`config.mk`:
```
export PLATFORM = sky130hd
export DESIGN_NAME = pool_window_buffer
export DESIGN_NICKNAME = d
export VERILOG_FILES = /design/src/rtl/pool_window_buffer.sv
export SDC_FILE = /design/constraint.sdc
export NUM_CORES = 1
export LEC_CHECK = 0
export CORE_MARGIN = 2
export CORE_UTILIZATION = 45
export DETAILED_ROUTE_END_ITERATION = 10
export HOLD_SLACK_MARGIN = 0.02
export PLACE_DENSITY_LB_ADDON = 0.08
export SYNTH_ARGS = -nofsm -noshare
export SYNTH_HDL_FRONTEND = slang
export SYNTH_SLANG_ARGS = --single-unit
export TNS_END_PERCENT = 10
```
`constraint.sdc`:
```
create_clock -name clk -period 4.8 [get_ports clk]
set_input_delay 0.48 -clock clk [delete_from_list [all_inputs] [get_ports clk]]
set_output_delay 0.48 -clock clk [all_outputs]
set_load 0.05 [all_outputs]
```
`src/rtl/pool_window_buffer.sv`:
```
// Row-buffered 2x2 stride-2 window former feeding the max-pooling stage.
// Raster pixels in, one registered window (tl,tr,bl,br) plus strobe out per 2x2 block.
module pool_window_buffer #(
    parameter int IMG_W  = 28,
    parameter int IMG_H  = 28,
    parameter int DATA_W = 8
) (
    input  logic              clk,
    input  logic              rst,
    input  logic              in_valid,
    input  logic [DATA_W-1:0] in_data,
    output logic              win_valid,
    output logic [DATA_W-1:0] win_tl,
    output logic [DATA_W-1:0] win_tr,
    output logic [DATA_W-1:0] win_bl,
    output logic [DATA_W-1:0] win_br,
    output logic              frame_done
);

    localparam int CW = (IMG_W > 1) ? $clog2(IMG_W) : 1;
    localparam int RW = (IMG_H > 1) ? $clog2(IMG_H) : 1;
    localparam logic [CW-1:0] COL_LAST = CW'(IMG_W - 1);
    localparam logic [RW-1:0] ROW_LAST = RW'(IMG_H - 1);

    typedef enum logic {
        ROW_EVEN,
        ROW_ODD
    } state_t;

    state_t            state;
    logic [CW-1:0]     col;
    logic [RW-1:0]     row;
    logic [DATA_W-1:0] linebuf [IMG_W];
    logic [DATA_W-1:0] left;

    logic          accept;
    logic          row_end;
    logic [CW-1:0] col_pair;

    assign accept   = in_valid && !rst;
    assign row_end  = (col == COL_LAST);
    // col is odd when a window forms, so its even partner is col with bit 0 cleared
    assign col_pair = col ^ CW'(1);

    // Storage is never cleared: every entry is written before it is read.
    always_ff @(posedge clk) begin
        if (accept && state == ROW_EVEN)
            linebuf[col] <= in_data;
        if (accept && state == ROW_ODD && !col[0])
            left <= in_data;
    end

    always_ff @(posedge clk) begin
        if (rst) begin
            state      <= ROW_EVEN;
            col        <= '0;
            row        <= '0;
            win_valid  <= 1'b0;
            frame_done <= 1'b0;
            win_tl     <= '0;
            win_tr     <= '0;
            win_bl     <= '0;
            win_br     <= '0;
        end else begin
            win_valid  <= 1'b0;
            frame_done <= 1'b0;
            if (in_valid) begin
                if (state == ROW_ODD && col[0]) begin
                    win_tl     <= linebuf[col_pair];
                    win_tr     <= linebuf[col];
                    win_bl     <= left;
                    win_br     <= in_data;
                    win_valid  <= 1'b1;
                    frame_done <= row_end && (row == ROW_LAST);
                end
                if (row_end) begin
                    col   <= '0;
                    row   <= (row == ROW_LAST) ? '0 : row + RW'(1);
                    state <= (state == ROW_EVEN) ? ROW_ODD : ROW_EVEN;
                end else begin
                    col <= col + CW'(1);
                end
            end
        end
    end

endmodule

```
==> impl_metrics.yaml, run 1 <==
routing:
  topRoutingLayerUsed: "met4"
  routed_wirelength_um: 30300
  wl_met3_um: 1950
  drtIter0Drc: 862
  drc: 0
  wire_per_inst_um: 26.5
  route.met2.wl_um: 13600
  firstDrtPassIters: 5
  met1Wirelength_um: 14000
  avgViaCountPerCell: 5.97
  num_vias: 6813
  ant_nets: 0
worst_setup_path:
  ff2ff_setup_slack_ns: 1.85
  max_stage_delay_ns: 0.72
  crit_arrival_ns: 3.33
  crit_start: "col[0]$_SDFFE_PP0P_"
  path_buf_inv: 1
  r2r-end: "win_tr[4]$_SDFFE_PP0P_"
  endpoint_kind: "register"
  setup.worst_path.class: "reg2reg"
  crit_family: "compound AO/OA/AOI/OAI gates"
  path_cells: "buf_4 > nand2_1 > a211oi_1 > a221oi_1 > a31oi_1 > o32ai_1"
  cp_slowest_cell: "dfxtp_2"
  crit_path_max_fanout: 32
  cp_num_cells: 6
  start_kind: "register"
  rr_worst_depth: 6
  critPathCapture: "win_tr[4]$_SDFFE_PP0P_"
  required_ns: 5.18
  reg2reg_from: "col[0]$_SDFFE_PP0P_"
layout:
  layout_commonest_cell: "edfxtp_1"
  final_nets: 806
  layout-drive-gt1-share: 0.135
  layout_common_cells: "232 x edfxtp_1, 72 x nand2_1, 65 x mux2i_1"
  areaGrowthSynthToFinish_pct: 12.9
  nFillCells: 2060
power_and_ir_drop:
  cellLeakagePower_nw: 4.08
  clockPowerShare: 0.425
  power_density_mw_per_mm2: 386
  p_sw_w: 0.00108
  irDropWorstVdd_uv: 267
  combPwrFrac: 0.053
  internal_power_w: 0.00398
  swShare: 0.213
  pwr-share-seq: 0.522
synthesis:
  yosysSeqAreaShare: 0.678
  netlist_instances: 748
  muxShareOfSynthArea: 0.153
  synthFlopType: "edfxtp_1"
  synth_top_family_by_area: "multiplexers"
  ys_seq_elements: 277
  async_flop_share: 0
  syn_nets: 765
  yosys_warnings: 0
  synth_xor_area_frac: 0.00377
  synth-edff-count: 232
  synth.distinct_cells: 61
  synth_compound_area_frac: 0.0577
  mappedNetlistArea_mm2: 0.0116
  synthAdderAreaFrac: 0.00647
  synthSimpleGateAreaFrac: 0.0716
  syn_area_per_cell_um2: 15.5
floorplanning:
  fp.dieH_um: 165
  num_rows: 58
  die_w_um: 165
  core_mm2: 0.0253
  die-area_mm2: 0.0271
  num_io_pins: 45
  initial_core_util: 0.459
cts:
  clk_pin_slew_ns: 0.06
  cts_max_level: 1
  clk_latency_ns: 0.54
  cts_setup_buffers: 0
  tritoncts.num_buffers: 29
  cts_hold_buf: 0
  cts_resized: 0
  root_buffer: "clkbuf_16"
  cts_tree: "built"
  cts_sinks: 277
  clock_path_buffers: 3
global_route:
  grt_pass1_vias: 6602
  grt_start_max_net_pins: 49
  grt_pass1_wl_um: 44300
  antenna_found_initial: 0
  grt_usage: 0.227
  grt_overflow: 0
sta:
  final.min_clock_period_ns: 2.95
  drv_slew: 0
  slew_headroom: 0.257
  period_share: 0.615
  max_freq_mhz: 339
  finalSetupTns_ns: 0
  finalSetupViolCount: 0
  skew_ns: 0.0145
  tightest_slew_ns: 1.11
  hold_viol_final: 0
  timing.final.ws_setup_ns: 1.85
  rsz0062_at_grt: "no"
worst_hold_path:
  hold_path_class: "reg2reg"
  hold_start: "win_br[4]$_SDFFE_PP0P_"
placement:
  dpl_worst_slack_ns: 1.57
  gp_congestion: 0.895
  hpwl_um: 19900
  io_buffers: 44
run_status:
  outcome: "finished clean"
run:
  drv_cap: 0
-- worst min path at each step --
stage                             endpoint  depth (start not counted)
detailed placement  win_bl[2]$_SDFFE_PP0P_                          2
finish              win_br[4]$_SDFFE_PP0P_                          2
global placement    win_br[6]$_SDFFE_PP0P_                          2
global route        win_bl[6]$_SDFFE_PP0P_                          2
CTS                 win_bl[2]$_SDFFE_PP0P_                          2
floorplan              row[3]$_SDFFE_PP0P_                          1
-- logic make-up (layout without fill, tap and decap cells) --
group | after synthesis | after routing
DFF | 277 | 277
and+or+nand+nor | 189 | 189
buffers and inverters | 51 | 113
AOI/OAI and AO/OA | 99 | 99
adders and majority gates | 6 | 6
muxes | 121 | 121
xor gates and xnor gates | 5 | 5
other | 0 | 1
-- metrics by stage --
| stage | cells | total power [W] | hold WS [ns] | area (um2) | utilization |
|---|---|---|---|---|---|
| floorplan | 748 | 0.00287 | 0.466 | 11600 | - |
| global placement | 1088 | 0.00296 | 0.442 | 12200 | 0.483 |
| detailed placement | 1088 | 0.00296 | 0.448 | 12200 | 0.483 |
| CTS | 1140 | 0.00508 | 0.456 | 13100 | 0.519 |
| global route | 1140 | 0.00519 | 0.468 | 13100 | 0.519 |
| finish | 1141 | 0.00506 | 0.454 | 13100 | 0.519 |
-- cell type report --
class | instances | area [um2] | area share
inverters | 7 | 26.3 | 0.00201
multi-input cells | 420 | 3400 | 0.259
repair buffers | 54 | 480 | 0.0367
well taps | 330 | 413 | 0.0315
clock buffers | 34 | 744 | 0.0568
diodes | 1 | 2.50 | 0.000191
flip-flops and latches | 277 | 7870 | 0.601
clock inverters | 18 | 163 | 0.0124
-- layer usage --
metal,track usage,vias up
met5,0,-
met4,0.0545,0
met3,0.0301,51
met2,0.350,318
met1,0.343,3448
li1,-,2996
-- sequential cells by signal (all words and copies together) (netlist names) --
| register | flops |
|---|---|
| win_tr | 8 |
| linebuf | 224 |
| win_tl | 8 |
| col | 5 |
| left | 8 |
| win_br | 8 |
| row | 5 |
| frame_done | 1 |
| win_valid | 1 |
| state | 1 |
| win_bl | 8 |
-- worst register-to-register path: cells and delay by family (launching register included) --
family,cells,cell delay [ns]
AOI/OAI and AO/OA,4,1.26
and+or+nand+nor,1,0.36
DFF,1,0.72
buffers and inverters,1,0.47
-- cell usage after synthesis, types with 12 or more instances --
library cell,instances,area (um2)
mux2_2,16,180
nor3_1,16,80.1
mux2i_1,65,651
nor2_1,62,233
clkbuf_1,15,56.3
a21oi_1,27,135
o21ai_0,17,85.1
edfxtp_1,232,6970
mux4_2,28,631
dfxtp_1,45,901
nand2_1,72,270
mux4_1,12,315
-- power groups by stage --
stage / Combinational [W] / Clock, W / Sequential (W)
6_report: 0.000268 / 0.00215 / 0.00264
5_1_grt: 0.000283 / 0.00226 / 0.00264
4_1_cts: 0.000268 / 0.00218 / 0.00264
3_5_place_dp: 0.000267 / 0 / 0.00269
3_3_place_gp: 0.000270 / 0 / 0.00269
2_1_floorplan: 0.000198 / 0 / 0.00267
No activity file was read; power rests on OpenSTA's default activity.
==> inputs of run 2 (changes only) <==
==> constraint.sdc (replaced) <==
create_clock -name clk -period 2.95 [get_ports clk]
set_input_delay 0.295 -clock clk [delete_from_list [all_inputs] [get_ports clk]]
set_output_delay 0.295 -clock clk [all_outputs]
set_load 0.05 [all_outputs]
==> run 2 against run 1 <==
Effect of this change:
- clock skew fell by 0.0027 ns
- wire length rose by 3.3%
- core utilization rose by 2.5 points
- count of clock-buffer cells in the layout rose by 6
- final cell count rose by 5.9%
- flip-flop and latch count did not move
==> impl_metrics.yaml, run 2 (same netlist as run 1, synthesis figures left out) <==
run_status:
  outcome: "finished clean"
placement:
  gp_congestion: 0.895
  io_buffers: 44
  hpwl_um: 21300
sta:
  finalSetupTns_ns: 0
  period_share: 0.890
  rsz0062_at_grt: "no"
  slew_headroom: 0.539
  hold_viol_final: 0
  max_freq_mhz: 381
  tightest_slew_ns: 0.674
  finalSetupViolCount: 0
  final.min_clock_period_ns: 2.63
  drv_slew: 0
  skew_ns: 0.0118
worst_setup_path:
  path_cells: "buf_4 > mux2_2 > o21ai_0 > a221oi_1 > nor3_1 > buf_4 > o32ai_1"
  setup.worst_path.class: "reg2reg"
  path_buf_inv: 2
  endpoint_kind: "register"
  crit_path_max_fanout: 37
  crit_top_cell: "buf_4"
  required_ns: 3.37
  start_kind: "register"
  max_stage_delay_ns: 0.73
  cp_slowest_cell: "dfxtp_4"
  crit_arrival_ns: 3.05
  rr_worst_depth: 7
  crit_family: "flip-flops"
  cp_num_cells: 7
global_route:
  grt_usage: 0.238
  grt_overflow: 0
  grt_pass1_wl_um: 46600
  antenna_found_initial: 0
  grt_pass1_vias: 7121
  grt_start_max_net_pins: 48
layout:
  layout_commonest_cell: "edfxtp_1"
  layout-drive-gt1-share: 0.200
  nFillCells: 2044
  final_util: 0.543
  layout_common_cells: "232 x edfxtp_1, 74 x buf_4, 72 x nand2_1"
  antenna_cells: 0
  final_nets: 871
  regMostFlops: "linebuf"
  areaGrowthSynthToFinish_pct: 18.3
  largest_reg_flops: 224
floorplanning:
  die-area_mm2: 0.0271
  core_mm2: 0.0253
  fp.dieH_um: 165
  initial_core_util: 0.459
  num_rows: 58
  num_io_pins: 45
  die_w_um: 165
cts:
  clk_latency_ns: 0.55
  clock_path_buffers: 3
  cts_tree: "built"
  clk_pin_slew_ns: 0.06
  root_buffer: "clkbuf_16"
  cts_max_level: 1
  cts_hold_buf: 0
  cts_resized: 0
  tritoncts.num_buffers: 30
  cts_sinks: 277
  cts_setup_buffers: 0
run:
  drv_cap: 0
routing:
  avgViaCountPerCell: 5.85
  drc: 0
  routed_wirelength_um: 31300
  wire_per_inst_um: 25.9
  num_vias: 7066
  drtIter0Drc: 693
  firstDrtPassIters: 5
  ant_nets: 0
power_and_ir_drop:
  power_density_mw_per_mm2: 625
  cellLeakagePower_nw: 4.47
  irDropWorstVdd_uv: 452
worst_hold_path:
  min_path_cells: 3
  hold_path_class: "in2reg"
==> run 2: worst reg2reg max path, delay by kind of cell, from the launching register on <==
family | cells | cell delay, ns
DFF | 1 | 0.73
buffers and inverters | 2 | 0.55
and+or+nand+nor | 1 | 0.47
muxes | 1 | 0.40
AOI/OAI and AO/OA | 3 | 0.34
==> run 2: routing by layer <==
metal / vias to the layer above / routed length (um) / GRT usage
met2: 260 / 14600 / 0.378
met3: 49 / 1840 / 0.0337
met4: 0 / 775 / 0.0628
li1: 3124 / - / -
met5: - / 0 / 0
met1: 3633 / 14100 / 0.348
==> run 2: through the flow <==
step / power, W / setup WS (ns) / hold WS (ns) / std cells / area (um2)
2_1_floorplan: 0.00466 / 1.01 / 0.394 / 748 / 11600
3_3_place_gp: 0.00485 / 0.413 / 0.441 / 1152 / 12700
3_5_place_dp: 0.00486 / 0.307 / 0.453 / 1152 / 12700
4_1_cts: 0.00864 / 0.297 / 0.300 / 1208 / 13700
5_1_grt: 0.00881 / 0.203 / 0.338 / 1208 / 13700
6_report: 0.00857 / 0.324 / 0.313 / 1208 / 13700
==> run 2: final cells by class <==
type,instances,area (um2),share of cell area
flip-flops and latches,277,7870,0.574
clock inverters,16,135,0.00985
inverters,7,26.3,0.00191
multi-input cells,420,3400,0.247
well taps,330,413,0.0301
clock buffers,40,890,0.0648
repair buffers,118,991,0.0722
==> run 2: path summary, 6_finish.rpt <==
kind | startpoint | to | slack [ns]
setup / recovery | col[1]$_SDFFE_PP0P_ | win_tr[6]$_SDFFE_PP0P_ | 0.32
hold / removal | rst | row[4]$_SDFFE_PP0P_ | 0.31
setup reg to reg | col[1]$_SDFFE_PP0P_ | win_tr[6]$_SDFFE_PP0P_ | 0.32
hold reg to reg | win_bl[2]$_SDFFE_PP0P_ | win_bl[2]$_SDFFE_PP0P_ | 0.46
==> run 2: power breakdown <==
part | total (W) | leakage, nW | internal (W) | switching [W]
clock | 0.00380 | 0.502 | 0.00229 | 0.00152
sequential | 0.00429 | 2.45 | 0.00425 | 0.0000343
combinational | 0.000485 | 1.52 | 0.000202 | 0.000283
total | 0.00857 | 4.47 | 0.00674 | 0.00183
==> inputs of run 3 (changes only) <==
--- a/config.mk
+++ b/config.mk
@@ -5,11 +5,12 @@
 export SDC_FILE = /design/constraint.sdc
 export NUM_CORES = 1
 export LEC_CHECK = 0
+export ABC_AREA = 1
 export CORE_MARGIN = 2
 export CORE_UTILIZATION = 45
 export DETAILED_ROUTE_END_ITERATION = 10
 export HOLD_SLACK_MARGIN = 0.02
-export PLACE_DENSITY_LB_ADDON = 0.08
+export PLACE_DENSITY = 0.72
 export SYNTH_ARGS = -nofsm -noshare
 export SYNTH_HDL_FRONTEND = slang
 export SYNTH_SLANG_ARGS = --single-unit
==> run 3 against run 2 <==
Effect of this change:
- clock power is essentially flat
- critical path type unchanged
- die area increased by 15%
- largest power group unchanged
- critical endpoint is now row[3]$_SDFFE_PP0P_
- final cell count grew 64%
==> impl_metrics.yaml, run 3 <==
placement:
  dpl_worst_slack_ns: 0.390
  placed_area_mm2: 0.0144
  io_buffers: 44
  gp_congestion: 0.895
  hpwl_um: 24300
synthesis:
  syn_area_per_cell_um2: 8.80
  synth.area.top_cells: "edfxtp_1 52%, nand2_1 11%, dfxtp_1 6.7%"
  ys_seq_elements: 277
  synth.distinct_cells: 31
  synthFlopType: "edfxtp_1"
  synth_top_area_cell: "edfxtp_1"
  netlist_instances: 1526
  yosys_warnings: 0
  synth_compound_area_frac: 0.114
  yosysMostFrequentCell: "nand2_1"
  muxShareOfSynthArea: 0
  syn_nets: 1543
  synthAdderAreaFrac: 0.00559
  synthTopCellsByCount: "394 x nand2_1, 232 x edfxtp_1, 158 x nand3_1, 155 x nor2_1, 137 x inv_1"
  async_flop_share: 0
  synth_top_area_frac: 0.519
  yosysSeqAreaShare: 0.586
  synth_xor_area_frac: 0.00261
  synth_top_family_by_area: "simple AND/OR/NAND/NOR gates"
  synth-edff-count: 232
  mappedNetlistArea_mm2: 0.0134
  synthSimpleGateAreaFrac: 0.219
worst_setup_path:
  setup.worst_path.class: "reg2reg"
  crit_arrival_ns: 2.82
  crit_path_max_fanout: 100
  endpoint_kind: "register"
  start_kind: "register"
  required_ns: 3.39
layout:
  final_cell_area_mm2: 0.0155
  layout_commonest_cell: "nand2_1"
  largest_reg_flops: 224
  regMostFlops: "linebuf"
  layout_common_cells: "394 x nand2_1, 232 x edfxtp_1, 158 x nand3_1"
  antenna_cells: 0
  layout-drive-gt1-share: 0.0774
  final_nets: 1584
  areaGrowthSynthToFinish_pct: 15.1
run:
  drv_cap: 0
cts:
  tritoncts.num_buffers: 28
  cts_setup_buffers: 0
  root_buffer: "clkbuf_16"
  cts_sinks: 277
  clk_pin_slew_ns: 0.06
  cts_tree: "built"
  clock_path_buffers: 3
  cts_max_level: 1
  cts_resized: 0
  cts_hold_buf: 0
  clk_latency_ns: 0.55
floorplanning:
  fp.dieH_um: 177
  num_io_pins: 45
  num_rows: 63
  initial_core_util: 0.455
  die_w_um: 177
  die-area_mm2: 0.0312
  core_mm2: 0.0295
routing:
  ant_nets: 0
  wire_per_inst_um: 19.1
  avgViaCountPerCell: 5.52
  num_vias: 10900
  drc: 0
  firstDrtPassIters: 6
  routed_wirelength_um: 37900
  drtIter0Drc: 1466
global_route:
  grt_pass1_vias: 10100
  grt_overflow: 0
  grt_pass1_wl_um: 56900
  antenna_found_initial: 0
  grt_start_max_net_pins: 116
  grt_usage: 0.240
sta:
  timing.final.ws_setup_ns: 0.567
  skew_ns: 0.0162
  hold_viol_final: 0
  period_share: 0.808
  drv_slew: 0
  finalSetupTns_ns: 0
  max_freq_mhz: 420
  rsz0062_at_grt: "no"
  slew_headroom: 0.548
  tightest_slew_ns: 0.677
  finalSetupViolCount: 0
  final.min_clock_period_ns: 2.38
power_and_ir_drop:
  total_power_w: 0.00882
  power_density_mw_per_mm2: 571
  cellLeakagePower_nw: 6.07
  irDropWorstVdd_uv: 477
worst_hold_path:
  hold_path_class: "reg2reg"
run_status:
  outcome: "finished clean"
-- run 3: cells by family after synthesis --
family | count (synthesis)
AO/OA/AOI/OAI | 283
AND/OR/NAND/NOR | 718
flip-flops | 277
adder cells (fa/ha/maj) | 6
buffers and inverters | 238
XOR/XNOR | 4
-- run 3: worst paths after layout --
kind	startpoint	end	slack, ns	cells after the start
worst min-delay path	left[3]$_DFFE_PP_	win_bl[3]$_SDFFE_PP0P_	0.47	2
worst max-delay path	col[1]$_SDFFE_PP0P_	row[3]$_SDFFE_PP0P_	0.57	9
worst max register to register	col[1]$_SDFFE_PP0P_	row[3]$_SDFFE_PP0P_	0.57	9
worst min register to register	left[3]$_DFFE_PP_	win_bl[3]$_SDFFE_PP0P_	0.47	2
-- run 3: metrics by stage --
stage          hold slack [ns]  instances   util
6_report                 0.469       1979  0.524
5_1_grt                  0.492       1979  0.524
4_1_cts                  0.476       1979  0.524
3_5_place_dp             0.458       1927  0.490
3_3_place_gp             0.450       1927  0.490
2_1_floorplan            0.394       1526      -
-- run 3: layout make-up --
type	instances	area [um2]
Clock buffer	38	830
Sequential cell	277	7880
Clock inverter	14	180
Inverter	143	544
Tap cell	390	488
Multi-Input combinational cell	1011	4580
Fill cell	2629	14000
Timing Repair Buffer	106	956
-- run 3: worst max-delay path, stage by stage, from the launching register on --
cell     delay, ns
dfxtp_4       0.52
buf_12        0.40
ha_1          0.27
nand3_1       0.17
nor2_2        0.20
inv_2         0.11
o21ai_1       0.27
inv_1         0.11
o21ai_0       0.09
a21oi_1       0.05
-- run 3: metal layers --
layer	wire length [um]	up-vias	track usage
met5	0	-	0
li1	-	5204	-
met3	3430	98	0.0410
met2	17100	540	0.377
met4	1540	0	0.0906
met1	15800	5088	0.335
-- run 3: power by group --
group / total, W / switching (W) / internal, W
combinational: 0.000747 / 0.000536 / 0.000211
sequential: 0.00427 / 0.0000259 / 0.00425
clock: 0.00380 / 0.00148 / 0.00232
total: 0.00882 / 0.00204 / 0.00678
